<file path="config.mk">
export PLATFORM = sky130hd
export DESIGN_NAME = sign_apply
export DESIGN_NICKNAME = d
export VERILOG_FILES = /design/src/rtl/sign_apply.sv
export SDC_FILE = /design/constraint.sdc
export NUM_CORES = 1
export LEC_CHECK = 0
export CAP_MARGIN = 20
export CORE_ASPECT_RATIO = 1.25
export CORE_MARGIN = 2
export CORE_UTILIZATION = 30
export CTS_BUF_LIST = sky130_fd_sc_hd__clkbuf_16
export CTS_CLUSTER_SIZE = 40
export DETAILED_ROUTE_END_ITERATION = 6
export GPL_ROUTABILITY_DRIVEN = 0
export GPL_TIMING_DRIVEN = 0
export SETUP_SLACK_MARGIN = 0.3
export SLEW_MARGIN = 30
export SYNTH_ARGS = -nofsm -noshare
export SYNTH_HDL_FRONTEND = slang
export SYNTH_SLANG_ARGS = --single-unit
</file>
<file path="constraint.sdc">
create_clock -name clk -period 2.1 [get_ports clk]
set_input_delay 0.63 -clock clk [delete_from_list [all_inputs] [get_ports clk]]
set_output_delay 0.63 -clock clk [all_outputs]
set_load 0.005 [all_outputs]
</file>
<file path="src/rtl/sign_apply.sv">
// sign_apply: rebuilds a signed two's-complement value from a sign bit and an
// unsigned magnitude, saturating to the representable range. Two-stage elastic
// pipeline (S1 = registered inputs, S2 = registered result) with a saturating
// count of saturated results delivered downstream.
//
// Handshake: a transfer happens on a port only on a rising edge where both
// valid and ready are 1. A producer holds valid and data steady until ready is
// seen. in_sign/in_mag are ignored while in_valid=0, and out_ready is ignored
// while out_valid=0. in_ready depends combinationally on out_ready.
`timescale 1ns/1ps
module sign_apply #(
    parameter int DWIDTH = 16
) (
    input  logic              clk,
    input  logic              rst,
    input  logic              in_valid,
    output logic              in_ready,
    input  logic              in_sign,
    input  logic [DWIDTH-1:0] in_mag,
    output logic              out_valid,
    input  logic              out_ready,
    output logic [DWIDTH-1:0] out_data,
    output logic              out_sat,
    output logic [15:0]       sat_count,
    input  logic              sat_clr
);

    // Most positive and most negative representable results.
    localparam logic [DWIDTH-1:0] MAXP = {1'b0, {(DWIDTH-1){1'b1}}};
    localparam logic [DWIDTH-1:0] MINN = {1'b1, {(DWIDTH-1){1'b0}}};

    // Stage S1: registered input item.
    logic              s1_valid_q, s1_valid_d;
    logic              s1_sign_q,  s1_sign_d;
    logic [DWIDTH-1:0] s1_mag_q,   s1_mag_d;

    // Stage S2: registered result, drives the output port directly.
    logic              s2_valid_q, s2_valid_d;
    logic [DWIDTH-1:0] s2_data_q,  s2_data_d;
    logic              s2_sat_q,   s2_sat_d;

    logic [15:0]       sat_count_q, sat_count_d;

    logic              s2_adv;
    logic              in_fire;
    logic              out_fire;
    logic [DWIDTH-1:0] calc_data;
    logic              calc_sat;
    logic              mag_msb;
    logic              mag_low_nz;

    // Handshake qualifiers: S2 moves when empty or drained this cycle.
    always_comb begin
        s2_adv   = !s2_valid_q || out_ready;
        in_ready = !s1_valid_q || s2_adv;
        in_fire  = in_valid && in_ready;
        out_fire = s2_valid_q && out_ready;
    end

    // Signed reconstruction of the S1 item with saturation to [MINN, MAXP].
    // A negative magnitude of exactly 2^(DWIDTH-1) negates to MINN exactly,
    // and negative zero negates to zero, so neither saturates.
    always_comb begin
        mag_msb    = s1_mag_q[DWIDTH-1];
        mag_low_nz = |s1_mag_q[DWIDTH-2:0];
        calc_data  = s1_mag_q;
        calc_sat   = 1'b0;
        if (!s1_sign_q) begin
            if (mag_msb) begin
                calc_data = MAXP;
                calc_sat  = 1'b1;
            end
        end else begin
            if (mag_msb && mag_low_nz) begin
                calc_data = MINN;
                calc_sat  = 1'b1;
            end else begin
                calc_data = -s1_mag_q;
            end
        end
    end

    // Next-state for both pipeline stages.
    always_comb begin
        s1_valid_d = s1_valid_q;
        s1_sign_d  = s1_sign_q;
        s1_mag_d   = s1_mag_q;
        s2_valid_d = s2_valid_q;
        s2_data_d  = s2_data_q;
        s2_sat_d   = s2_sat_q;
        // S1 empties when its item moves on; a new accept refills it.
        if (s2_adv) begin
            s1_valid_d = 1'b0;
        end
        if (in_fire) begin
            s1_valid_d = 1'b1;
            s1_sign_d  = in_sign;
            s1_mag_d   = in_mag;
        end
        // S2 only changes when it advances, so output holds during a stall.
        if (s2_adv) begin
            s2_valid_d = s1_valid_q;
            if (s1_valid_q) begin
                s2_data_d = calc_data;
                s2_sat_d  = calc_sat;
            end
        end
    end

    // Saturated-output counter: clear wins, sticks at all-ones.
    always_comb begin
        sat_count_d = sat_count_q;
        if (sat_clr) begin
            sat_count_d = 16'h0000;
        end else if (out_fire && s2_sat_q && (sat_count_q != 16'hFFFF)) begin
            sat_count_d = sat_count_q + 16'h0001;
        end
    end

    // State registers with asynchronous reset that empties both stages.
    always_ff @(posedge clk or posedge rst) begin
        if (rst) begin
            s1_valid_q  <= 1'b0;
            s1_sign_q   <= 1'b0;
            s1_mag_q    <= '0;
            s2_valid_q  <= 1'b0;
            s2_data_q   <= '0;
            s2_sat_q    <= 1'b0;
            sat_count_q <= 16'h0000;
        end else begin
            s1_valid_q  <= s1_valid_d;
            s1_sign_q   <= s1_sign_d;
            s1_mag_q    <= s1_mag_d;
            s2_valid_q  <= s2_valid_d;
            s2_data_q   <= s2_data_d;
            s2_sat_q    <= s2_sat_d;
            sat_count_q <= sat_count_d;
        end
    end

    // Output port mapping.
    always_comb begin
        out_valid = s2_valid_q;
        out_data  = s2_data_q;
        out_sat   = s2_sat_q;
        sat_count = sat_count_q;
    end

endmodule

</file>
After elaboration in Yosys (flattened, before gate mapping)
Cells that the tools add are included.
Widths: inputs -> output; s select.
- bits of input ports: 22
- bits in registers: 52
- output and inout bits: 35
- word-level logic and storage cells: 33
- multiplexer cells: 10
- equal/unequal tests: 1
- reductions and logical operators: 13
- $add $sub $neg: 2
- operators by type and width (operator ; number):
    $mux 16 ; 4
    $add 16x1->16 const B ; 1
    $ne 16x16->1 const B ; 1
    $neg 16->16 ; 1
    $mux 15 ; 1
    $reduce_or 15->1 ; 1
    $logic_and 1x1->1 ; 5
    $mux 1 ; 5
    $reduce_bool 2->1 ; 2
    $logic_not 1->1 ; 2
    $logic_or 1x1->1 ; 2
    $reduce_and 2->1 ; 1

Depth between registers and ports, before layout
- word-level depth: 5
- depth in mapped cells: 7
- mapped depth without buffers: 6

Least setup slack after synthesis
Ideal clock, no wire load.
- path type: reg-to-reg
- from: reg s1_mag_q[0]
- to: reg s2_data_q[14] (netlist: out_data[14])
- arrival: 2.158 ns
- period minus slack after synthesis: 2.227 ns
- setup slack: -0.127 ns
- setup time: 0.069 ns
- required time: 2.031 ns
- stages on the path, launching flop included: 8
- buffers on the path: 1
- cell sequence: dfrtp_1 -> inv_1 -> ha_1 -> or3b_1 -> buf_2 -> or4_4 -> or4_1 -> nand3_1
- cells in the longest elaborated chain, start to end: 4
- elaborated cells between the ends (all ways): 5
- classes of those cells: 1 x add/sub; 2 x mux; 2 x reduce/logical
- ends and longest elaborated chain (what ; line ; source):
    start, declared ; 35 ; logic [DWIDTH-1:0] s1_mag_q, s1_mag_d;
    start signal, assigned ; 133 ; s1_mag_q <= s1_mag_d;
    parallel branches: the longest is 2 deep, another holds $neg 16->16 ; n/a ;
    $mux 16 * ; 74 ; if (mag_msb && mag_low_nz) begin
    $mux 16 * ; 68 ; if (!s1_sign_q) begin
    end signal, assigned ; 135 ; s2_data_q <= s2_data_d;
    end, declared ; 39 ; logic [DWIDTH-1:0] s2_data_q, s2_data_d;
Mark *: on every way between the ends.
A chain may end at the register's enable or synchronous reset.

Worst setup path after layout
Same ends and word-level chain as after synthesis.

==> flow_metrics.env <==
export IMPL_initial_utilization_pct=31.0
export IMPL_cts_sinks=52
export IMPL_vias=2810
export IMPL_wire_per_inst_um=16.0
export IMPL_min_delay_start="out_data[6]"
export IMPL_path_clk_slew_ns=0.07
export IMPL_die_h_um=113
export IMPL_first_pass_iters=4
export IMPL_drive_above_1_share_pct=34.1
export IMPL_h_tree_depth=2
export IMPL_synth_warnings=0
export IMPL_peakVddDrop_v=0.000313
export IMPL_cts_tree="done"
export IMPL_post_route_util_pct=48.8
export IMPL_grt_usage_pct=16.2
export IMPL_synth_cells=297
export IMPL_failed_checks="setup timing"
export IMPL_reg2reg_depth=7
export IMPL_wirelength_um=8520
export IMPL_critPathCaptureType="flop"
export IMPL_multi_input_area_um2=1820
export IMPL_ys_top_cells_by_area="dfrtp_1 (46%), mux2_2 (8.7%), nor2_1 (3.5%)"
export IMPL_ioPinCount=57
export IMPL_grt_pass1_vias=2737
export IMPL_r2r_start="s1_mag_q[0]"
export IMPL_cts_root_buf="clkbuf_16"
export IMPL_max_cap_violations=0
export IMPL_post_place_ws_ns=-0.676
export IMPL_grt_max_degree=28
export IMPL_core_um2=9220
export IMPL_antenna_cells=0
export IMPL_dp_cells=477
export IMPL_arrival_ns=2.33
export IMPL_clockBufferDepth=2
export IMPL_max_freq_mhz=475
export IMPL_status="finished, violations left"
export IMPL_synth_top_area_share_pct=45.6
export IMPL_hold_violations=0
export IMPL_rows=39
export IMPL_final_cell_mix="buf_4 (45), dfrtp_1 (44), nor2_1 (25)"
export IMPL_drt_iter0_drc=102
export IMPL_globalRouteMet3Util_pct=3.00
export IMPL_busiest_layer="met2"
export IMPL_ys_ff_latch=52
export IMPL_slew_headroom_pct=59.8
export IMPL_crit_fanout=3
export IMPL_rsz0062_at_grt="yes"
export IMPL_tns_ns=-0.00379
export IMPL_ys_seq_area_share_pct=45.6
export IMPL_reg2reg_to="out_data[14]"
export IMPL_syn_area_um2=2860
export IMPL_grt_ovfl_total=0
export IMPL_whs_path_depth=2
export IMPL_worst_slew_pin_slew_ns=0.602
export IMPL_crit_required_ns=2.33
export IMPL_antenna_found_initial=0
export IMPL_fillers=851
export IMPL_min_to="out_data[6]"
export IMPL_port_buffer_count=56
export IMPL_synth_edf_count=0
export IMPL_ant_nets=0
export IMPL_power_leakage_nw=2.09
export IMPL_dieWidth_um=91.3
export IMPL_routed_via_density=5.29
export IMPL_fin_crit_sh_pct=100
export IMPL_drcViolationCount=0
export IMPL_r2r_setup_slack_ns=-0.004
export IMPL_worst_setup_path_start_kind="flop"
export IMPL_final_max_slew_violation_count=0
export IMPL_grtUsageMet1_pct=18.7
export IMPL_dieArea_um2=10300
export IMPL_nNetsFinal=431
export IMPL_setup_viol=1
export IMPL_avgSynthCellArea_um2=9.62
export IMPL_ys_types=44
export IMPL_cts_buffers_inserted=5
export IMPL_async_reset_ff_share_pct=100
export IMPL_final_cells=531
export IMPL_grt_first_pass_wirelength_um=13500
export IMPL_gr_usage_met2_pct=30.3
export IMPL_synth_top_cell_by_area="dfrtp_1"
export IMPL_clock_latency_ns=0.29
export IMPL_critPathKind="flop to flop"
export IMPL_fin_ws_ns=-0.00379
export IMPL_synthToLayoutAreaGrowth_pct=57.7
export IMPL_power_density_nw_per_um2=671
export IMPL_syn_nets=321
export IMPL_timing_hold_worst_class="flop to flop"
export IMPL_final_common_cell="buf_4"
export IMPL_dp_hpwl_um=5660
export IMPL_fin_skew_ns=0.00563
export IMPL_post_route_min_period_ns=2.10
export IMPL_regArea_um2=1310
export IMPL_synth_flop_cell="dfrtp_1"
## how the worst max path moves through the flow
stage	from	end	slack, ns
6_report	s1_mag_q[0]	out_data[14]	-0.004
5_1_grt	s1_mag_q[0]	out_data[14]	-0.05
4_1_cts	s1_mag_q[0]	out_data[14]	0.005
3_5_place_dp	out_ready	out_data[3]	-0.68
3_3_place_gp	out_ready	out_data[3]	-0.66
2_1_floorplan	s1_mag_q[1]	out_data[14]	-0.002
## cell families (layout without fill, tap and decap cells)
family,count (synthesis),count (layout),synth area share (%)
AND/OR/NAND/NOR,127,127,24.3
AO/OA/AOI/OAI,66,66,14.9
adder cells (fa/ha/maj),2,2,0.876
multiplexers,29,29,11.1
XOR/XNOR,1,1,0.307
buffers and inverters,20,131,2.93
flip-flops,52,52,45.6
## cell type report
cell class	instances	area share (%)
clock buffers	5	2.78
flip-flops and latches	52	29.1
repair buffers	103	21.4
well taps	123	3.42
multi-input cells	225	40.5
plain buffers	15	2.06
inverters	5	0.500
clock inverters	3	0.250
## per-stage QoR
| step | power (mW) | instance area (µm²) | hold slack, ns |
|---|---|---|---|
| floorplan | 1.69 | 2910 | 0.473 |
| global placement | 2.07 | 3620 | 0.468 |
| CTS | 2.94 | 4190 | 0.489 |
| global route | 3.20 | 4500 | 0.509 |
| detailed placement | 2.09 | 3650 | 0.474 |
| finish | 3.02 | 4500 | 0.478 |
## Yosys cell counts (6+ instances only)
cell       n
mux2_2    22
nand4_1    7
nand3_1   13
nor4_1     8
a21oi_1   20
nor2b_1   11
nor3_1     9
nor2_1    27
a31oi_1    6
or4_1      8
dfrtp_1   52
mux2i_1    7
o21ai_0   13
clkbuf_1  13
o31ai_1    8
nand2_1   18
## state kept, by name, summed over array words and instances (netlist names)
register and flops:
out_data 16, out_sat 1, s1_valid_q 1, s1_mag_q 16
s1_sign_q 1, sat_count 16, out_valid 1
## worst max-delay path: stages (launching register included)
cell and delay [ns]:
dfrtp_2 0.41, inv_2 0.07, ha_4 0.14, or3b_1 0.36, buf_6 0.13, or4_4 0.44, or4_1 0.40, nand3_1 0.09
## metal layers
metal | part of all wire [%] | up-vias | routed length [µm]
met1 | 40 | 1396 | 3440
met3 | 4.2 | 6 | 355
met4 | 1.0 | 0 | 87
met2 | 54 | 70 | 4630
li1 | - | 1338 | -
met5 | 0 | - | 0
## report_power, final
group	switching (mW)	internal (mW)
logic	0.446	0.499
registers	0.137	1.15
clock network	0.357	0.430
total	0.940	2.08
## repair_timing
item	CTS	global route
hold buffers	0	0
setup endpoints to repair	73	60
gates resized for setup	60	67
pin swaps	2	17
setup buffers	31	15
Note: power is estimated with default switching activity, not from simulation.
